File: src/rtl/riscv_load_store_unit.sv
// Load/store sequencer: turns RV32 LB/LH/LW/LBU/LHU/SB/SH/SW into one word-aligned bus
// transaction with byte enables, stalls the core while in flight, and extends load data.
module riscv_load_store_unit #(
  parameter int unsigned TimeoutCycles = 255
) (
  input  logic        Clock,
  input  logic        Reset,
  input  logic        Tick,
  input  logic        start,
  input  logic        is_store,
  input  logic [2:0]  funct3,
  input  logic [31:0] addr,
  input  logic [31:0] wdata,
  output logic        busy,
  output logic        done,
  output logic [31:0] rd_data,
  output logic        rd_we,
  output logic        misaligned,
  output logic        bus_err,
  output logic        mem_req,
  output logic        mem_we,
  output logic [31:0] mem_addr,
  output logic [3:0]  mem_be,
  output logic [31:0] mem_wdata,
  input  logic        mem_ack,
  input  logic [31:0] mem_rdata
);

  typedef enum logic [1:0] {StIdle, StReq, StDone, StErr} state_e;

  state_e      state_q, state_d;
  logic [7:0]  cnt_q, cnt_d;
  logic [7:0]  cnt_inc;
  logic [31:0] addr_q, addr_d;
  logic [31:0] wdata_q, wdata_d;
  logic [31:0] rdata_q, rdata_d;
  logic [2:0]  funct3_q, funct3_d;
  logic        store_q, store_d;
  logic        mis_q, mis_d;
  logic        err_q, err_d;

  logic        illegal;
  logic        unaligned;
  logic        accept;
  logic [7:0]  byte_sel;
  logic [15:0] half_sel;
  logic [31:0] load_ext;
  logic [3:0]  be_raw;
  logic [31:0] wdata_lanes;

  // Request decode on the live inputs; only meaningful when the request is accepted.
  always_comb begin
    illegal   = (funct3 == 3'b011) || (funct3 == 3'b110) || (funct3 == 3'b111) ||
                (is_store && funct3[2]);
    unaligned = ((funct3[1:0] == 2'b01) && addr[0]) ||
                ((funct3[1:0] == 2'b10) && (addr[1:0] != 2'b00));
    accept    = (state_q == StIdle) && start && Tick;
    cnt_inc   = cnt_q + 8'd1;
  end

  always_comb begin
    state_d  = state_q;
    cnt_d    = cnt_q;
    addr_d   = addr_q;
    wdata_d  = wdata_q;
    rdata_d  = rdata_q;
    funct3_d = funct3_q;
    store_d  = store_q;
    mis_d    = mis_q;
    err_d    = err_q;
    unique case (state_q)
      StIdle: begin
        if (accept) begin
          addr_d   = addr;
          wdata_d  = wdata;
          funct3_d = funct3;
          store_d  = is_store;
          mis_d    = illegal || unaligned;
          err_d    = 1'b0;
          cnt_d    = 8'd0;
          state_d  = (illegal || unaligned) ? StErr : StReq;
        end
      end
      StReq: begin
        // Ack wins over the timeout and is taken whether or not Tick is high.
        if (mem_ack) begin
          rdata_d = mem_rdata;
          state_d = StDone;
        end else if (Tick) begin
          cnt_d = cnt_inc;
          if (cnt_inc == 8'(TimeoutCycles)) begin
            err_d   = 1'b1;
            state_d = StErr;
          end
        end
      end
      StDone: begin
        cnt_d   = 8'd0;
        state_d = StIdle;
      end
      StErr: begin
        cnt_d   = 8'd0;
        state_d = StIdle;
      end
      default: state_d = StIdle;
    endcase
  end

  always_ff @(posedge Clock) begin
    if (Reset) begin
      state_q  <= StIdle;
      cnt_q    <= 8'd0;
      addr_q   <= 32'd0;
      wdata_q  <= 32'd0;
      rdata_q  <= 32'd0;
      funct3_q <= 3'd0;
      store_q  <= 1'b0;
      mis_q    <= 1'b0;
      err_q    <= 1'b0;
    end else begin
      state_q  <= state_d;
      cnt_q    <= cnt_d;
      addr_q   <= addr_d;
      wdata_q  <= wdata_d;
      rdata_q  <= rdata_d;
      funct3_q <= funct3_d;
      store_q  <= store_d;
      mis_q    <= mis_d;
      err_q    <= err_d;
    end
  end

  // Bus lane formatting from the latched request.
  always_comb begin
    unique case (funct3_q[1:0])
      2'b00: begin
        be_raw      = 4'b0001 << addr_q[1:0];
        wdata_lanes = {4{wdata_q[7:0]}};
      end
      2'b01: begin
        be_raw      = 4'b0011 << addr_q[1:0];
        wdata_lanes = {2{wdata_q[15:0]}};
      end
      default: begin
        be_raw      = 4'b1111;
        wdata_lanes = wdata_q;
      end
    endcase
  end

  // Load lane select and extension from the captured read word.
  always_comb begin
    unique case (addr_q[1:0])
      2'd0:    byte_sel = rdata_q[7:0];
      2'd1:    byte_sel = rdata_q[15:8];
      2'd2:    byte_sel = rdata_q[23:16];
      default: byte_sel = rdata_q[31:24];
    endcase
    half_sel = addr_q[1] ? rdata_q[31:16] : rdata_q[15:0];
    unique case (funct3_q)
      3'b000:  load_ext = {{24{byte_sel[7]}}, byte_sel};
      3'b100:  load_ext = {24'd0, byte_sel};
      3'b001:  load_ext = {{16{half_sel[15]}}, half_sel};
      3'b101:  load_ext = {16'd0, half_sel};
      default: load_ext = rdata_q;
    endcase
  end

  always_comb begin
    mem_req    = (state_q == StReq);
    busy       = mem_req;
    mem_we     = mem_req && store_q;
    mem_addr   = mem_req ? {addr_q[31:2], 2'b00} : 32'd0;
    mem_be     = mem_req ? be_raw : 4'd0;
    mem_wdata  = mem_req ? wdata_lanes : 32'd0;
    done       = (state_q == StDone) || (state_q == StErr);
    rd_we      = (state_q == StDone) && !store_q;
    rd_data    = rd_we ? load_ext : 32'd0;
    misaligned = mis_q;
    bus_err    = err_q;
  end

endmodule

File: config.mk
export PLATFORM = sky130hd
export DESIGN_NAME = riscv_load_store_unit
export DESIGN_NICKNAME = d
export VERILOG_FILES = /design/src/rtl/riscv_load_store_unit.sv
export SDC_FILE = /design/constraint.sdc
export NUM_CORES = 1
export LEC_CHECK = 0
export CAP_MARGIN = 20
export CORE_MARGIN = 5
export CORE_UTILIZATION = 40
export CTS_CLUSTER_DIAMETER = 100
export DETAILED_ROUTE_END_ITERATION = 6
export HOLD_SLACK_MARGIN = 0.06
export PLACE_DENSITY = 0.74
export RECOVER_POWER = 50
export SETUP_SLACK_MARGIN = 0.05
export SLEW_MARGIN = 20
export SYNTH_ARGS = -nofsm -noshare
export SYNTH_HDL_FRONTEND = slang
export SYNTH_SLANG_ARGS = --single-unit
File: constraint.sdc
create_clock -name Clock -period 2.89 [get_ports Clock]
set_clock_uncertainty 0.05 [all_clocks]
set_input_delay 0.578 -clock Clock [delete_from_list [all_inputs] [get_ports Clock]]
set_output_delay 0.578 -clock Clock [all_outputs]
set_load 0.05 [all_outputs]
==> impl_metrics.py <==
metrics = {
    "outcome": {
        "status": "finished, final reports clean",
    },
    "worst_setup_path": {
        "required_ps": 2260,
        "critPathKind": "reg2out",
        "worstSetupEndpointType": "output port",
        "worstPathArrival_ps": 2100,
        "r2r_slack_ps": 660,
        "cp_max_fo": 16,
        "start_kind": "register",
    },
    "die": {
        "initial_core_util_pct": 40.47,
        "pin_count": 212,
        "num_rows": 43,
        "die_height_um": 127.8,
        "dieArea_sq_mm": 0.01634,
        "die_w_um": 127.8,
        "coreArea_sq_mm": 0.01372,
    },
    "route": {
        "drcViolationCount": 0,
        "vias_per_cell": 5.096,
        "drt_iter0_drc": 413,
        "drt_pass1_iterations": 5,
        "ant_nets": 0,
        "wirelength_um": 17990,
        "vias": 5814,
        "routedWlPerCell_um": 15.77,
    },
    "clock_tree": {
        "numCtsBuffers": 9,
        "tritoncts": "built",
        "htree_levels": 3,
        "cts_buffer_depth": 2,
        "clk_latency_ps": 350,
        "clock-sinks": 112,
        "post_cts_buffers": 0,
        "cts.root.buffer_cell": "clkbuf_16",
        "path_clk_slew_ps": 70,
    },
    "synth": {
        "ys_types": 47,
        "synth_cells": 779,
        "ys_warn_count": 0,
        "synth_area_leaders": "dfxtp_1 (40%), nand2_1 (16%), a21oi_1 (12%), and2_1 (5.3%), mux2i_1 (4.3%)",
        "ys.flop_type": "dfxtp_1",
        "synth-edff-count": 0,
        "netlist_area_sq_mm": 0.005552,
        "ys_ff_latch": 112,
        "syn_avg_cell_area_sq_um": 7.127,
        "synth_top_area_share_pct": 40.39,
        "synthArstFlopShare_pct": 0,
        "seq_area_frac_synth_pct": 40.39,
        "synth_top_area_cell": "dfxtp_1",
    },
    "power": {
        "ir_worst_vdd_mv": 0.3671,
        "finalPower_w": 0.003470,
        "power.leakage_nw": 3.133,
        "power_per_cell_area_mw_per_mm2": 420.1,
    },
    "hold_path": {
        "hold_path_class": "reg2reg",
    },
    "global_routing": {
        "gr-usage-all-layers_pct": 21.50,
        "overflow": 0,
        "grt_pass1_vias": 5481,
        "grt_pass1_wl_um": 28340,
        "grt_max_degree": 52,
        "antenna_found_initial": 2,
    },
    "timing": {
        "drv_slew": 0,
        "hold_viol_final": 0,
        "worst_pin_slew_ps": 1011,
        "rsz0062_at_grt": "false",
        "worst_slack_ps": 163.6,
        "fmax_ghz": 0.3668,
        "period_minus_slack_ps": 2726,
        "fin_crit_sh_pct": 94.34,
        "setup_viol": 0,
        "relSlewSlack_pct": 32.62,
    },
    "layout": {
        "drive_above_1_share_pct": 15.54,
        "num-nets-final": 1062,
        "finalNonFillerCells": 1141,
        "fillerInstances": 1315,
        "finish.utilization_pct": 60.21,
        "mostFrequentLayoutCells": "nand2_1 (239), a21oi_1 (131), dfxtp_1 (107)",
        "final_common_cell": "nand2_1",
        "syn2layout_area_growth_pct": 48.79,
    },
    "placed_design": {
        "io_buffers": 209,
        "gp_congestion": 0.8405,
        "dp_cells": 1124,
        "hpwl_um": 12910,
        "dp_worst_setup_slack_ps": 350.1,
    },
    "run": {
        "maxCapViolCount": 0,
    },
}
timing repair:
| item | 4_1_cts | 5_1_grt |
|---|---|---|
| hold buffers | 0 | 0 |
| resized for setup | 3 | 3 |
| endpoints found under the setup margin | 22 | 26 |
per-stage QoR:
step / instance area, sq um / setup TNS (ps) / hold slack [ps]
after floorplan: 5562 / -211.7 / 381.7
after global placement: 7974 / 0 / 387.1
after detailed placement: 7974 / 0 / 391.8
after CTS: 8275 / 0 / 402.3
after global routing: 8260 / 0 / 417.0
final: 8260 / 0 / 398.7
worst paths after layout:
kind	start	endpoint	cells past startpoint
worst min-delay path	addr_q[25]	addr_q[25]	2
worst max register to register	state_q[0]	rdata_q[8]	7
worst min register to register	addr_q[25]	addr_q[25]	2
worst max-delay path	rdata_q[31]	rd_data[30]	6
logic make-up (layout without fill, tap and decap cells):
| group | after synthesis | in the layout | synth area share [%] |
|---|---|---|---|
| XOR/XNOR | 1 | 1 | 0.1578 |
| AND/OR/NAND/NOR | 361 | 361 | 28.24 |
| adder cells (fa/ha/maj) | 2 | 2 | 0.4507 |
| buffers and inverters | 78 | 257 | 5.927 |
| AO/OA/AOI/OAI | 199 | 199 | 20.04 |
| multiplexers | 25 | 25 | 4.733 |
| flip-flops | 112 | 112 | 40.39 |
| other | 1 | 4 | 0.06755 |
state kept, by name (all words and copies together) (netlist names):
register	cells
wdata_q	32
cnt_q	8
bus_err	1
funct3_q	3
state_q	2
store_q	1
rdata_q	32
misaligned	1
addr_q	32
layout make-up:
cell class	count	area, sq um	area share, %
timing repair buffer	229	2445	29.60
clock buffer	11	242.7	2.939
multi-input combinational	590	2992	36.22
antenna	2	5.005	0.06059
inverter	13	48.80	0.5907
sequential	112	2248	27.22
tap	180	225.2	2.726
clock inverter	4	53.80	0.6513
synthesized netlist by cell type, types with 2 or more instances:
library cell  count
clkbuf_1         47
buf_2             6
o21ai_0          31
clkbuf_2          2
buf_4             3
and2_1           47
o22ai_1           2
nand3_1           4
mux2i_1          24
nor2_1           43
or3_1             4
buf_6             2
dfxtp_1         112
ha_1              2
nand2_1         239
nand2b_1          3
inv_1            12
nor3_1            5
buf_1             5
nand4b_1          2
a31oi_1           4
nand3b_1          2
a21o_1           16
a221oi_1          9
a21oi_1         131
metal layers:
metal  vias up  GRT usage, %  part of all wire, %
met2       200         35.06                   48
met4         0         5.493                  1.2
met5         -             0                    0
met1      2682         27.83                   42
li1       2918             -                    -
met3        14         6.542                  8.4
worst max-delay path, cell delays in order, from the launching register on:
cell	delay (ps)
dfxtp_1	430
mux4_2	300
nand2b_2	90
a2111oi_4	340
buf_4	270
a21o_1	180
buf_12	150
power breakdown:
group	total (W)	switching, W	internal, W	leakage, nW
combinational	0.000548	0.000299	0.000249	2.08
sequential	0.00166	0.0000515	0.00160	0.913
clock	0.00127	0.000571	0.000696	0.138
total	0.00347	0.000922	0.00255	3.13
Note: power is estimated with default switching activity, not from simulation.
